[config.mk]
export PLATFORM = sky130hd
export DESIGN_NAME = mma_datapath_flat
export DESIGN_NICKNAME = d
export VERILOG_FILES = /design/src/rtl/mma_datapath_pkg.sv /design/src/rtl/mma_datapath_if.sv /design/src/rtl/mma_datapath_alu.sv /design/src/rtl/mma_datapath.sv /design/src/flat_wrapper.sv
export SDC_FILE = /design/constraint.sdc
export NUM_CORES = 1
export LEC_CHECK = 0
export BUFFER_PORTS_ARGS = -buffer_cell sky130_fd_sc_hd__buf_2
export CELL_PAD_IN_SITES_DETAIL_PLACEMENT = 2
export CELL_PAD_IN_SITES_GLOBAL_PLACEMENT = 2
export CORE_MARGIN = 3
export CORE_UTILIZATION = 39
export CTS_CLUSTER_DIAMETER = 120
export DETAILED_ROUTE_END_ITERATION = 7
export PLACE_DENSITY_LB_ADDON = 0.1
export SETUP_SLACK_MARGIN = 0.3
export SKIP_LAST_GASP = 1
export SLEW_MARGIN = 10
export SYNTH_ARGS = -nofsm -noshare
export SYNTH_HDL_FRONTEND = slang
export SYNTH_HIERARCHICAL = 1
export SYNTH_SLANG_ARGS = --single-unit
[constraint.sdc]
create_clock -name clk -period 6.1 [get_ports clk]
set_clock_uncertainty 0.05 [all_clocks]
set_input_delay 0.305 -clock clk [delete_from_list [all_inputs] [get_ports clk]]
set_output_delay 0.305 -clock clk [all_outputs]
set_load 0.01 [all_outputs]
[src/rtl/mma_datapath_pkg.sv]
// Shared definitions for the MMA datapath and control unit: control-line
// bit indices, PSW bit positions, ALU types and a PSW packing helper.
package mma_datapath_pkg;

   // Control-word bit indices (control is declared [0:MAX_CONTROL_LINES-1])
   localparam int INIT_PC           = 0;
   localparam int ABUS_PC           = 1;
   localparam int WE                = 2;
   localparam int IR_RBUS           = 3;
   localparam int INC_PC            = 4;
   localparam int R0_RBUS           = 5;
   localparam int MR_R0             = 6;
   localparam int ABUS_MR           = 7;
   localparam int ACC_RBUS          = 8;
   localparam int WBUS_ACC          = 9;
   localparam int ADD_OP            = 10;
   localparam int SUB_OP            = 11;
   localparam int ACC_ALU           = 12;
   localparam int PC_R0             = 13;
   localparam int MAX_CONTROL_LINES = 14;

   // PSW bit positions; bits [11:0] are always zero
   localparam int PSW_W = 16;
   localparam int PSW_Z = 15;
   localparam int PSW_N = 14;
   localparam int PSW_C = 13;
   localparam int PSW_V = 12;

   typedef enum logic {
      ALU_ADD = 1'b0,
      ALU_SUB = 1'b1
   } alu_op_e;

   typedef struct packed {
      logic z;
      logic n;
      logic c;
      logic v;
   } alu_flags_t;

   // Places the four ALU flags into their PSW positions, all other bits zero
   function automatic logic [PSW_W-1:0] psw_pack(input alu_flags_t f);
      logic [PSW_W-1:0] p;
      p        = '0;
      p[PSW_Z] = f.z;
      p[PSW_N] = f.n;
      p[PSW_C] = f.c;
      p[PSW_V] = f.v;
      return p;
   endfunction

endpackage

[src/rtl/mma_datapath_if.sv]
// Control-unit / memory interface of the MMA datapath. The datapath is the
// responding end (slave); the control unit plus memory form the master side.
interface mma_datapath_if #(
   parameter int WORD_W = 16,
   parameter int ADDR_W = 12
) ();
   import mma_datapath_pkg::*;

   logic [0:MAX_CONTROL_LINES-1] control;
   logic [WORD_W-1:0]            mem_rdata;
   logic [ADDR_W-1:0]            mem_addr;
   logic [WORD_W-1:0]            mem_wdata;
   logic                         mem_we;
   logic [3:0]                   opcode;
   logic [PSW_W-1:0]             psw;
   logic                         ctl_err;

   modport master (
      output control, mem_rdata,
      input  mem_addr, mem_wdata, mem_we, opcode, psw, ctl_err
   );

   modport slave (
      input  control, mem_rdata,
      output mem_addr, mem_wdata, mem_we, opcode, psw, ctl_err
   );

endinterface

[src/rtl/mma_datapath_alu.sv]
// mma_alu: combinational add/subtract for the MMA datapath. Subtraction is
// a + ~b + 1, so the carry out is the no-borrow bit.
module mma_alu
   import mma_datapath_pkg::*;
#(
   parameter int WORD_W = 16
) (
   input  alu_op_e           op,
   input  logic [WORD_W-1:0] a,
   input  logic [WORD_W-1:0] b,
   output logic [WORD_W-1:0] result,
   output alu_flags_t        flags
);

   logic [WORD_W-1:0] b_eff;
   logic [WORD_W:0]   sum;

   // Single adder shared by both operations; flags derived from its result
   always_comb begin
      b_eff   = (op == ALU_SUB) ? ~b : b;
      sum     = {1'b0, a} + {1'b0, b_eff} + {{WORD_W{1'b0}}, (op == ALU_SUB)};
      result  = sum[WORD_W-1:0];
      flags.z = (sum[WORD_W-1:0] == '0);
      flags.n = sum[WORD_W-1];
      flags.c = sum[WORD_W];
      // overflow: operands of equal sign produced a result of the other sign
      flags.v = (a[WORD_W-1] == b_eff[WORD_W-1]) && (sum[WORD_W-1] != a[WORD_W-1]);
   end

endmodule

[src/rtl/mma_datapath.sv]
// mma_datapath: register-transfer datapath of the MMA processor. Applies the
// control word each cycle to PC, IR, R0, MR, ACC, T and PSW and steers the
// memory buses. Optional feature macro: MMA_PSW_LOAD_FLAGS_EN (ACC loads
// also refresh PSW Z/N).
module mma_datapath
   import mma_datapath_pkg::*;
#(
   parameter int                WORD_W     = 16,
   parameter int                ADDR_W     = 12,
   parameter logic [ADDR_W-1:0] START_ADDR = '0
) (
   input  logic          clk,
   input  logic          reset,
   mma_datapath_if.slave bus
);

   logic [0:MAX_CONTROL_LINES-1] ctl;

   logic [ADDR_W-1:0] pc_q, pc_d;
   logic [WORD_W-1:0] ir_q, ir_d;
   logic [WORD_W-1:0] r0_q, r0_d;
   logic [ADDR_W-1:0] mr_q, mr_d;
   logic [WORD_W-1:0] acc_q, acc_d;
   logic [WORD_W-1:0] t_q, t_d;
   logic [PSW_W-1:0]  psw_q, psw_d;
   logic              ctl_err_q, ctl_err_d;

   alu_op_e           alu_op;
   logic [WORD_W-1:0] alu_result;
   alu_flags_t        alu_flags;

   assign ctl    = bus.control;
   assign alu_op = ctl[SUB_OP] ? ALU_SUB : ALU_ADD;

   mma_alu #(
      .WORD_W (WORD_W)
   ) u_alu (
      .op     (alu_op),
      .a      (acc_q),
      .b      (r0_q),
      .result (alu_result),
      .flags  (alu_flags)
   );

   // Next-state for every register; an all-zero control word holds everything
   always_comb begin
      pc_d      = pc_q;
      ir_d      = ir_q;
      r0_d      = r0_q;
      mr_d      = mr_q;
      acc_d     = acc_q;
      t_d       = t_q;
      psw_d     = psw_q;
      ctl_err_d = ctl_err_q;

      if (ctl[INIT_PC]) begin
         pc_d = START_ADDR;
      end else if (ctl[PC_R0]) begin
         pc_d = r0_q[ADDR_W-1:0];
      end else if (ctl[INC_PC]) begin
         pc_d = pc_q + ADDR_W'(1);
      end

      if (ctl[IR_RBUS]) ir_d = bus.mem_rdata;
      if (ctl[R0_RBUS]) r0_d = bus.mem_rdata;
      if (ctl[MR_R0])   mr_d = r0_q[ADDR_W-1:0];

      // ACC_ALU takes the T computed earlier, so it lags the ALU op by a cycle
      if (ctl[ACC_ALU]) begin
         acc_d = t_q;
         if (ctl[ACC_RBUS]) ctl_err_d = 1'b1;
      end else if (ctl[ACC_RBUS]) begin
         acc_d = bus.mem_rdata;
      end

`ifdef MMA_PSW_LOAD_FLAGS_EN
      // ACC loads refresh Z/N; an ALU op in the same cycle overrides below
      if (ctl[ACC_ALU] || ctl[ACC_RBUS]) begin
         psw_d[PSW_Z] = (acc_d == '0);
         psw_d[PSW_N] = acc_d[WORD_W-1];
      end
`endif

      if (ctl[ADD_OP] && ctl[SUB_OP]) begin
         ctl_err_d = 1'b1;
      end else if (ctl[ADD_OP] || ctl[SUB_OP]) begin
         t_d   = alu_result;
         psw_d = psw_pack(alu_flags);
      end

      // a write without the ACC on WBUS still goes out (as zero) but is flagged
      if (ctl[WE] && !ctl[WBUS_ACC]) ctl_err_d = 1'b1;
   end

   // Register bank; asynchronous reset clears all state, including PC
   always_ff @(posedge clk or posedge reset) begin
      if (reset) begin
         pc_q      <= '0;
         ir_q      <= '0;
         r0_q      <= '0;
         mr_q      <= '0;
         acc_q     <= '0;
         t_q       <= '0;
         psw_q     <= '0;
         ctl_err_q <= 1'b0;
      end else begin
         pc_q      <= pc_d;
         ir_q      <= ir_d;
         r0_q      <= r0_d;
         mr_q      <= mr_d;
         acc_q     <= acc_d;
         t_q       <= t_d;
         psw_q     <= psw_d;
         ctl_err_q <= ctl_err_d;
      end
   end

   // PC drives ABUS unless ABUS_MR selects MR; ABUS_PC is the default route
   assign bus.mem_addr  = ctl[ABUS_MR] ? mr_q : pc_q;
   assign bus.mem_wdata = ctl[WBUS_ACC] ? acc_q : '0;
   assign bus.mem_we    = ctl[WE];
   assign bus.opcode    = ir_q[WORD_W-1 -: 4];
   assign bus.psw       = psw_q;
   assign bus.ctl_err   = ctl_err_q;

endmodule

[src/flat_wrapper.sv]
// flat-port wrapper written by rule: the top's interface ports become plain ports
module mma_datapath_flat import mma_datapath_pkg::*;
#(
   parameter int                WORD_W     = 16,
   parameter int                ADDR_W     = 12,
   parameter logic [ADDR_W-1:0] START_ADDR = '0
)
  (clk, reset, bus_control, bus_mem_rdata, bus_mem_addr, bus_mem_wdata, bus_mem_we, bus_opcode, bus_psw, bus_ctl_err);
  mma_datapath_if #(.WORD_W(WORD_W), .ADDR_W(ADDR_W)) bus_i ();
  input  logic clk;
  input  logic reset;
  input wire logic [$bits(bus_i.control)-1:0] bus_control;
  input wire logic [$bits(bus_i.mem_rdata)-1:0] bus_mem_rdata;
  output wire logic [$bits(bus_i.mem_addr)-1:0] bus_mem_addr;
  output wire logic [$bits(bus_i.mem_wdata)-1:0] bus_mem_wdata;
  output wire logic [$bits(bus_i.mem_we)-1:0] bus_mem_we;
  output wire logic [$bits(bus_i.opcode)-1:0] bus_opcode;
  output wire logic [$bits(bus_i.psw)-1:0] bus_psw;
  output wire logic [$bits(bus_i.ctl_err)-1:0] bus_ctl_err;
  assign bus_i.control = bus_control;
  assign bus_i.mem_rdata = bus_mem_rdata;
  assign bus_mem_addr = bus_i.mem_addr;
  assign bus_mem_wdata = bus_i.mem_wdata;
  assign bus_mem_we = bus_i.mem_we;
  assign bus_opcode = bus_i.opcode;
  assign bus_psw = bus_i.psw;
  assign bus_ctl_err = bus_i.ctl_err;
  mma_datapath #(.WORD_W(WORD_W), .ADDR_W(ADDR_W), .START_ADDR(START_ADDR)) u_core (.clk(clk), .reset(reset), .bus(bus_i));
endmodule
==> flow_summary.ini <==
[timing]
drv_slew = 0
worst_pin_slew_ps = 1070
finalSetupTns_ps = 0
slew_headroom_pct = 28.6
rsz0062_at_grt = false
holdWs_ps = 137
fin_crit_sh_pct = 60.8
finalSetupViolCount = 0
min_period_ps = 3710
max_clock_freq_ghz = 0.270
layout_setup_ws_ps = 2390
finalHoldViolCount = 0

[grt]
grt_max_degree = 82
grt_pass1_vias = 4114
track_usage_pct = 20.6
antenna_found_initial = 0
grt_pass1_wl_mm = 22.9
gr-total-overflow = 0

[min_path]
hold_depth = 3
min_path_type = in2reg

[cts]
cts_resized = 0
cts-root-buf = clkbuf_16
clkTransAtPathRegs_ps = 60
cts_tree = done
postCtsHoldBufs = 0
clk_latency_ps = 350
cts_buffer_depth = 2
post_cts_buffers = 0
cts_inserted_buffers = 9
cts_max_level = 3
clock-sinks = 81

[placement]
dpl.hpwl_mm = 9.54
dp_slack_ps = 2090
routabilityCongestion = 0.791
io_buffers = 68
dpl-instance-area_sq_um = 5270

[outcome]
status = complete, no violations

[drt]
via_per_inst = 5.40
drtPass1Iterations = 4
vias = 3740
wire_per_inst_microns = 20.0
wirelength_mm = 13.8
route.detailed.drc = 0
dr.first_iter.drc_count = 135
ant_nets = 0

[floorplan]
die_h_microns = 118
ios = 82
core_area_sq_um = 12200
row_count = 40
die_w_microns = 118
die_area_sq_um = 13900
initial_utilization_pct = 40.2

[power]
intPower_w = 0.00149
ir_drop_mv = 0.210
switching_share_pct = 34.8
seq_power_share_pct = 33.5
leakage_nw = 2.57
comb_power_share_pct = 36.9
p_switching_w = 0.000794
clock_power_share_pct = 29.6
power_density_nw_per_um2 = 405

[synth]
ys_async_sr_fraction_pct = 100
yosysTopAreaCell = dfrtp_1
netlist_instances = 466
synth_ff_type = dfrtp_1
ys_top_cells_by_area = dfrtp_1, mux2_2, ha_1
ys_types = 60
synth_area_sq_um = 4890
synth-edff-count = 0
netlist.area_leader.share_pct = 41.4
avgSynthCellArea_sq_um = 10.5
ys_seq_elements = 81
ys.warnings.count = 6
ys_seq_area_share_pct = 41.4

[worst_setup_path]
rr_worst_depth = 11
cp_slowest_stage_delay_ps = 530
cpMaxStageDelayCell = or4_1
cp.required_ps = 6330
crit_type = reg2reg
path_cells = xor2_1 -> inv_1 -> fa_1 -> nor2b_4 -> o2111ai_1 -> a31oi_1 -> xor2_1 -> or4_1 -> or4b_1 -> nor4_2 -> mux2_2
cp-end-kind = flip-flop
critical_path_peak_fanout = 4
arrival_ps = 3940
crit_path_frequent_cell = xor2_1
regToRegSetupSlack_ps = 2390
start_kind = flip-flop

[flow_run]
max-cap-violations = 0

[finish]
design_area_sq_um = 5640
final_util_pct = 46.4
area_delta_synth_final_pct = 15.2
drive_above_1_share_pct = 29.9
n_antenna_cell = 0
nets = 572
-- final cells by class --
| class | count | area (sq um) |
|---|---|---|
| Fill cell | 1318 | 6520 |
| Multi-Input combinational cell | 342 | 2620 |
| Sequential cell | 81 | 2030 |
| Timing Repair Buffer | 69 | 348 |
| Clock buffer | 10 | 239 |
| Tap cell | 168 | 210 |
| Clock inverter | 5 | 128 |
| Inverter | 18 | 68.8 |
-- sequential cells by signal (all words and copies together), names as in the netlist --
name                count
u_core/t_q             16
u_core/bus.ctl_err      1
u_core/mr_q            12
u_core/acc_q           16
u_core/bus.psw          4
u_core/pc_q            12
u_core/ir_q             4
u_core/r0_q            16
-- critical path, delay by kind of cell (launching register included) --
kind / cells / cell delay (ps)
AOI/OAI and AO/OA: 2 / 520
xor gates and xnor gates: 2 / 420
adders and majority gates: 1 / 470
buffers and inverters: 1 / 100
DFF: 1 / 480
muxes: 1 / 190
and+or+nand+nor: 4 / 1410
-- worst paths after layout --
kind	from	to
max in group asynchronous	reset	u_core/acc_q[13]$_DFFE_PP0P_
setup / recovery	u_core/r0_q[1]$_DFFE_PP0P_	u_core/bus.psw[15]$_DFFE_PP0P_
min in group asynchronous	reset	u_core/mr_q[2]$_DFFE_PP0P_
setup reg to reg	u_core/r0_q[1]$_DFFE_PP0P_	u_core/bus.psw[15]$_DFFE_PP0P_
hold / removal	bus_mem_rdata[11]	u_core/r0_q[11]$_DFFE_PP0P_
hold reg to reg	u_core/bus.ctl_err$_DFFE_PP0P_	u_core/bus.ctl_err$_DFFE_PP0P_
-- cells by family (layout without fill, tap and decap cells) --
group | count (synthesis) | after routing | share of synthesized area [%]
adders and majority gates | 19 | 19 | 5.01
other | 1 | 12 | 0.0767
DFF | 81 | 81 | 41.4
AOI/OAI and AO/OA | 93 | 93 | 12.1
and+or+nand+nor | 111 | 111 | 12.6
xor gates and xnor gates | 31 | 31 | 5.55
buffers and inverters | 54 | 102 | 5.91
muxes | 76 | 76 | 17.3
-- through the flow --
stage,power (W),cells
4_1_cts,0.00231,693
5_1_grt,0.00244,693
6_report,0.00228,693
3_3_place_gp,0.00156,678
2_1_floorplan,0.00137,477
3_5_place_dp,0.00161,678
-- layer usage --
metal / track usage (%) / wire [microns] / up-vias
met2: 34.0 / 6910 / 57
met4: 6.52 / 208 / 0
li1: - / - / 1749
met5: 0 / 0 / -
met1: 27.6 / 6360 / 1920
met3: 3.56 / 354 / 14
-- cells in the mapped netlist (all sizes together) (4+ instances only) --
cell type	instances
a211oi	4
a21o	6
a21oi	16
a31oi	5
and2	20
buf	21
clkbuf	14
dfrtp	81
ha	18
inv	18
mux2	59
mux2i	17
nand2	40
nand3	5
nand4	7
nor2	11
nor3	4
nor4	4
o21a	5
o21ai	35
or3	7
xnor2	7
xor2	24
-- cells in the final DEF (no fill, tap or decap), types with 3 or more instances in the layout --
| cell type | netlist | layout |
|---|---|---|
| a211oi_1 | 4 | 4 |
| clkbuf_16 | 0 | 9 |
| bufinv_16 | 0 | 4 |
| a31oi_1 | 5 | 5 |
| inv_1 | 18 | 17 |
| nand2_1 | 40 | 40 |
| mux2i_1 | 16 | 16 |
| conb_1 | 1 | 12 |
| and2_1 | 20 | 20 |
| o21ai_0 | 32 | 32 |
| nor4_1 | 3 | 3 |
| or4_1 | 3 | 3 |
| a311oi_1 | 3 | 3 |
| xor2_1 | 24 | 24 |
| ha_1 | 18 | 18 |
| mux2_2 | 59 | 59 |
| nand3_1 | 5 | 5 |
| o21a_1 | 5 | 5 |
| a21oi_1 | 16 | 16 |
| nand4_1 | 5 | 5 |
| xnor2_1 | 7 | 7 |
| a21o_1 | 6 | 6 |
| dfrtp_1 | 81 | 81 |
| nor3_1 | 4 | 4 |
| nor2_1 | 11 | 11 |
| or3_1 | 5 | 5 |
| buf_2 | 2 | 68 |
-- power groups by stage --
stage	sequential, W	clock, W	combinational [W]
4_1_cts	0.000768	0.000691	0.000846
6_report	0.000765	0.000674	0.000842
2_1_floorplan	0.000744	0	0.000623
3_5_place_dp	0.000774	0	0.000833
3_3_place_gp	0.000767	0	0.000798
5_1_grt	0.000787	0.000717	0.000937
No activity file was read; power rests on OpenSTA's default activity.
